==> src/rtl/mem_arb_pkg.sv <==
// Shared definitions for the unified-memory port arbiter.
// No logic of its own; holds state encodings, owner ids and a small helper.
// Imported by mem_port_arbiter and rr_arb2.
package mem_arb_pkg;

    // Arbiter sequencer states
    typedef enum logic [1:0] {
        ST_IDLE   = 2'd0,
        ST_ACCESS = 2'd1,
        ST_RESP   = 2'd2
    } state_t;

    // Requester identities; also used as the round-robin grant id
    localparam logic OWN_CPU = 1'b0;
    localparam logic OWN_EXT = 1'b1;

    // The requester that did not hold the last grant
    function automatic logic other_owner(input logic owner);
        return (owner == OWN_CPU) ? OWN_EXT : OWN_CPU;
    endfunction

    // Counter width able to hold MEM_LAT-1 (at least one bit)
    function automatic int cnt_width(input int mem_lat);
        return (mem_lat < 2) ? 1 : $clog2(mem_lat + 1);
    endfunction

endpackage

==> src/rtl/rr_arb2.sv <==
// Two-way round-robin picker: grants the single requester, or the one that did not win last time.
// Latency: purely combinational, zero cycles.
// Backpressure: none; the caller decides when a grant is consumed and updates last_grant.
module rr_arb2
    import mem_arb_pkg::*;
(
    input  logic [1:0] req,
    input  logic       last_grant,
    output logic       grant_valid,
    output logic       grant_id
);

    // Pick a winner: lone requester wins outright, a conflict goes to the non-last owner
    always_comb begin
        grant_valid = |req;
        grant_id    = OWN_CPU;
        if (req == 2'b11) begin
            grant_id = other_owner(last_grant);
        end else if (req[OWN_EXT]) begin
            grant_id = OWN_EXT;
        end
    end

endmodule

==> src/rtl/mem_port_arbiter.sv <==
// Shares one unified instruction/data memory between the core and an external loader/debug port.
// Latency: request sampled in IDLE at edge N -> strobes for cycles N..N+MEM_LAT-1, ack in cycle N+MEM_LAT.
// Backpressure: the non-owner simply waits (cpu_stall held); round-robin bounds the wait to one foreign access.
module mem_port_arbiter
    import mem_arb_pkg::*;
#(
    parameter int AW      = 12,
    parameter int DW      = 16,
    parameter int MEM_LAT = 2
) (
    input  logic          clk,
    input  logic          rst,

    input  logic          cpu_rd,
    input  logic          cpu_wr,
    input  logic [AW-1:0] cpu_addr,
    input  logic [DW-1:0] cpu_wdata,
    output logic [DW-1:0] cpu_rdata,
    output logic          cpu_ack,
    output logic          cpu_stall,

    input  logic          ext_rd,
    input  logic          ext_wr,
    input  logic [AW-1:0] ext_addr,
    input  logic [DW-1:0] ext_wdata,
    output logic [DW-1:0] ext_rdata,
    output logic          ext_ack,

    output logic [AW-1:0] mem_addr,
    output logic [DW-1:0] mem_wdata,
    output logic          mem_read,
    output logic          mem_write,
    input  logic [DW-1:0] mem_rdata
);

    localparam int            CW       = cnt_width(MEM_LAT);
    localparam logic [CW-1:0] CNT_LOAD = CW'(MEM_LAT - 1);

    state_t        state;
    logic          last_grant;
    logic [CW-1:0] cnt;
    logic          owner;
    logic          is_wr;

    logic          req_cpu;
    logic          req_ext;
    logic          grant_valid;
    logic          grant_id;

    logic [AW-1:0] sel_addr;
    logic [DW-1:0] sel_wdata;
    logic          sel_wr;

    assign req_cpu = cpu_rd | cpu_wr;
    assign req_ext = ext_rd | ext_wr;

    // Low on the ack cycle so the core's state register advances exactly once
    assign cpu_stall = req_cpu & ~cpu_ack;

    rr_arb2 u_rr_arb2 (
        .req         ({req_ext, req_cpu}),
        .last_grant  (last_grant),
        .grant_valid (grant_valid),
        .grant_id    (grant_id)
    );

    // Operand mux for the requester about to be granted; write wins over read
    always_comb begin
        sel_addr  = cpu_addr;
        sel_wdata = cpu_wdata;
        sel_wr    = cpu_wr;
        if (grant_id == OWN_EXT) begin
            sel_addr  = ext_addr;
            sel_wdata = ext_wdata;
            sel_wr    = ext_wr;
        end
    end

    // Access sequencer: grant in IDLE, hold strobe MEM_LAT cycles, one-cycle ack in RESP
    always_ff @(posedge clk) begin
        if (!rst) begin
            state      <= ST_IDLE;
            last_grant <= OWN_EXT;
            cnt        <= '0;
            owner      <= OWN_CPU;
            is_wr      <= 1'b0;
            mem_addr   <= '0;
            mem_wdata  <= '0;
            mem_read   <= 1'b0;
            mem_write  <= 1'b0;
            cpu_ack    <= 1'b0;
            ext_ack    <= 1'b0;
            cpu_rdata  <= '0;
            ext_rdata  <= '0;
        end else begin
            case (state)
                ST_IDLE: begin
                    if (grant_valid) begin
                        // mem_addr/mem_wdata double as the operand latches for the access
                        owner      <= grant_id;
                        last_grant <= grant_id;
                        is_wr      <= sel_wr;
                        mem_addr   <= sel_addr;
                        mem_wdata  <= sel_wdata;
                        mem_read   <= ~sel_wr;
                        mem_write  <= sel_wr;
                        cnt        <= CNT_LOAD;
                        state      <= ST_ACCESS;
                    end
                end
                ST_ACCESS: begin
                    if (cnt == '0) begin
                        // Last strobe cycle: read data is valid now
                        if (!is_wr) begin
                            if (owner == OWN_CPU) begin
                                cpu_rdata <= mem_rdata;
                            end else begin
                                ext_rdata <= mem_rdata;
                            end
                        end
                        mem_read  <= 1'b0;
                        mem_write <= 1'b0;
                        cpu_ack   <= (owner == OWN_CPU);
                        ext_ack   <= (owner == OWN_EXT);
                        state     <= ST_RESP;
                    end else begin
                        cnt <= cnt - 1'b1;
                    end
                end
                ST_RESP: begin
                    cpu_ack <= 1'b0;
                    ext_ack <= 1'b0;
                    state   <= ST_IDLE;
                end
                default: begin
                    mem_read  <= 1'b0;
                    mem_write <= 1'b0;
                    cpu_ack   <= 1'b0;
                    ext_ack   <= 1'b0;
                    state     <= ST_IDLE;
                end
            endcase
        end
    end

endmodule
==> config.mk <==
export PLATFORM = sky130hd
export DESIGN_NAME = mem_port_arbiter
export DESIGN_NICKNAME = d
export VERILOG_FILES = /design/src/rtl/mem_arb_pkg.sv /design/src/rtl/rr_arb2.sv /design/src/rtl/mem_port_arbiter.sv
export SDC_FILE = /design/constraint.sdc
export NUM_CORES = 1
export LEC_CHECK = 0
export ABC_AREA = 0
export CORE_MARGIN = 1.5
export CORE_UTILIZATION = 43
export DETAILED_ROUTE_END_ITERATION = 10
export PLACE_DENSITY = 0.85
export SETUP_SLACK_MARGIN = 0.15
export SYNTH_ARGS = -nofsm -noshare
export SYNTH_HDL_FRONTEND = slang
export SYNTH_SLANG_ARGS = --single-unit
==> constraint.sdc <==
create_clock -name clk -period 3.1 [get_ports clk]
set_input_delay 0.775 -clock clk [delete_from_list [all_inputs] [get_ports clk]]
set_output_delay 0.775 -clock clk [all_outputs]
set_load 0.02 [all_outputs]
==> impl_metrics.ini <==
[die]
die_h_um = 84.6
io_pins = 143
core_area_um2 = 6390
initial_core_util_pct = 44.8
die_width_um = 84.6
rows = 29
dieArea_um2 = 7160

[flow_run]
cap_violations = 0

[timing]
clock_skew_ps = 7.98
rsz0062_at_grt = false
setup_viol = 0
maxSlewViolCount = 0
relSlewSlack_pct = 25.4
fin_crit_sh_pct = 92.7
fmax_mhz = 348
tns_ps = 0
min_period_ps = 2880
tightestPinTransition_ps = 1120
hold_viol = 0

[detailed_routing]
routed_wl_um = 7690
first_pass_iters = 6
drc = 0
vias = 2940
ant_nets = 0
drt_iter0_markers = 82
routedWlPerCell_um = 13.5
via_per_inst = 5.18

[grt]
grt_pass1_vias = 2835
antenna_found_initial = 0
grtUsageTotal_pct = 22.1
grt_max_degree = 51
overflow = 0
grt_pass1_wl_um = 12700

[synthesis]
synth_top_area_share_pct = 49.6
synth_top_cell_by_area = dfxtp_1
synth.avg_cell_area_um2 = 8.11
synthDistinctLibCells = 33
syn_inst = 353
netlist_area_um2 = 2860
synth_nets = 432
synth-seq-cells = 71
yosys_warnings = 0
synthTopCellsByArea = dfxtp_1 (50%), nand2_1 (17%), a31oi_1 (6.1%)
ys_seq_area_share_pct = 49.6

[setup_path]
r2r_slack_ps = 1160
max_stage_delay_ps = 620
worstPathArrival_ps = 2100
end_kind = primary output
r2r_end = ext_rdata[14]
crit_chain = clkdlybuf4s50_1 -> nor2_2 -> nor2_1 -> clkdlybuf4s50_1
criticalPathCategory = input pin to primary output
setup.worst_path.end = cpu_stall
path_common_cell = clkdlybuf4s50_1
cp-start-kind = input pin
worstPathMaxFanout = 4
r2r_start = cnt[0]
cp_data_required_time_ps = 2320
slowest_stage = clkdlybuf4s50_1
worstRegToRegCells = 6
crit_start = cpu_wr

[final_layout]
final_cell_mix = clkdlybuf4s50_1 (141), nand2_1 (126), dfxtp_1 (71), o21ai_0 (30), a31oi_1 (28)
multiInputGateArea_um2 = 1330
drive_gt1_share_pct = 6.11
seq_area_um2 = 1420
layout.nets = 565
num_antenna_cells = 0
layout_commonest_cell = clkdlybuf4s50_1
synthToLayoutAreaGrowth_pct = 59.4
n_fill_cell = 487
final_cells = 568

[clocking]
numCtsBuffers = 9
cts_tree = built
clk-insertion-delay-late_ps = 330
htree_levels = 3
holdBufCountCts = 0
cts.sinks = 71
clockBufferDepth = 2
clk_pin_slew_ps = 70
root_buffer = clkbuf_8
cts_setup_buffers = 0

[placed_design]
dp_cells = 552
io_buffers = 142
place_congestion = 0.814
dp_hpwl_um = 5500

[pwr]
leakage_nw = 1.67
p_per_area_nw_per_um2 = 580
vdd_drop_max_mv = 0.391

[worst_hold_path]
hold_path.class = flop to flop

[status]
outcome = finished clean
==> cells by family (layout without fill, tap and decap cells) <==
family / Yosys count / after routing / share of synthesized area (%)
adder cells (fa/ha/maj): 1 / 1 / 0.437
AO/OA/AOI/OAI: 101 / 101 / 22.1
buffers and inverters: 27 / 165 / 4.63
AND/OR/NAND/NOR: 153 / 153 / 23.2
flip-flops: 71 / 71 / 49.6
==> sequential cells by signal, indices dropped and copies added, names as in the netlist <==
signal	cells
mem_addr	12
mem_wdata	16
state	2
is_wr	1
cpu_rdata	16
cnt	2
mem_read	1
cpu_ack	1
last_grant	1
owner	1
ext_rdata	16
ext_ack	1
mem_write	1
==> where the power goes <==
part	leakage (nW)	switching, mW	internal, mW	total [mW]
logic	0.956	0.344	0.324	0.668
clock network	0.130	0.335	0.579	0.914
registers	0.583	0.0598	1.01	1.07
==> synthesized netlist by cell type <==
master / count
nor4b_4: 1
a21oi_1: 3
o21a_1: 1
nor2b_1: 1
buf_2: 9
clkbuf_1: 12
nand2b_1: 5
or2_2: 1
and2_1: 1
nor4_4: 1
clkbuf_2: 1
inv_1: 2
o22ai_1: 3
nand2_2: 1
dfxtp_1: 71
a211oi_1: 1
nand3_1: 4
and3b_1: 1
nor2_1: 6
buf_6: 2
nor3_1: 1
a31oi_1: 28
ha_1: 1
o21ai_1: 1
nor3b_1: 2
o31ai_1: 1
buf_4: 1
or4_1: 1
or4b_1: 1
a21boi_1: 13
a21boi_0: 20
o21ai_0: 30
nand2_1: 126
==> timing repair <==
| action | in CTS | in global routing |
|---|---|---|
| endpoints found under the hold margin | 0 | 0 |
| setup endpoints to repair | 0 | 1 |
| gates resized for setup | 0 | 1 |
==> worst min-delay path by stage <==
stage,from,end,slack [ps],depth (start not counted)
CTS,ext_rdata[13],ext_rdata[13],460,2
detailed placement,cpu_rdata[14],cpu_rdata[14],450,2
floorplan,last_grant,last_grant,470,2
finish,ext_rdata[13],ext_rdata[13],460,2
global route,cpu_rdata[14],cpu_rdata[14],480,2
global placement,ext_rdata[14],ext_rdata[14],440,2
==> stage by stage <==
step | total power, mW | instance area (um^2) | hold WS, ps | util [%] | worst slack (ps)
after floorplan | 1.43 | 2860 | 469 | - | 1230
after global placement | 1.74 | 4310 | 441 | 67.5 | 257
after detailed placement | 1.75 | 4310 | 448 | 67.5 | 227
after CTS | 2.67 | 4560 | 458 | 71.5 | 213
after global routing | 2.78 | 4570 | 477 | 71.5 | 168
final | 2.65 | 4570 | 456 | 71.5 | 225
==> critical path, delay by kind of cell <==
| kind | cells | cell delay (ps) |
|---|---|---|
| buffers and inverters | 2 | 1150 |
| AND/OR/NAND/NOR | 2 | 180 |
==> cell type report <==
class | count | area share (%)
timing repair buffer | 147 | 31.8
clock buffer | 11 | 3.32
sequential | 71 | 31.1
inverter | 2 | 0.164
multi-input combinational | 255 | 29.2
tap | 77 | 2.11
clock inverter | 5 | 2.27
==> metal layers <==
layer  wire length, um  vias up  GRT usage (%)
met1              3250     1348           26.2
met2              3620      120           36.9
li1                  -     1464              -
met3               734        8           8.16
met5                 0        -              0
met4                86        0           7.62
Power figures use the tool's default switching activity.
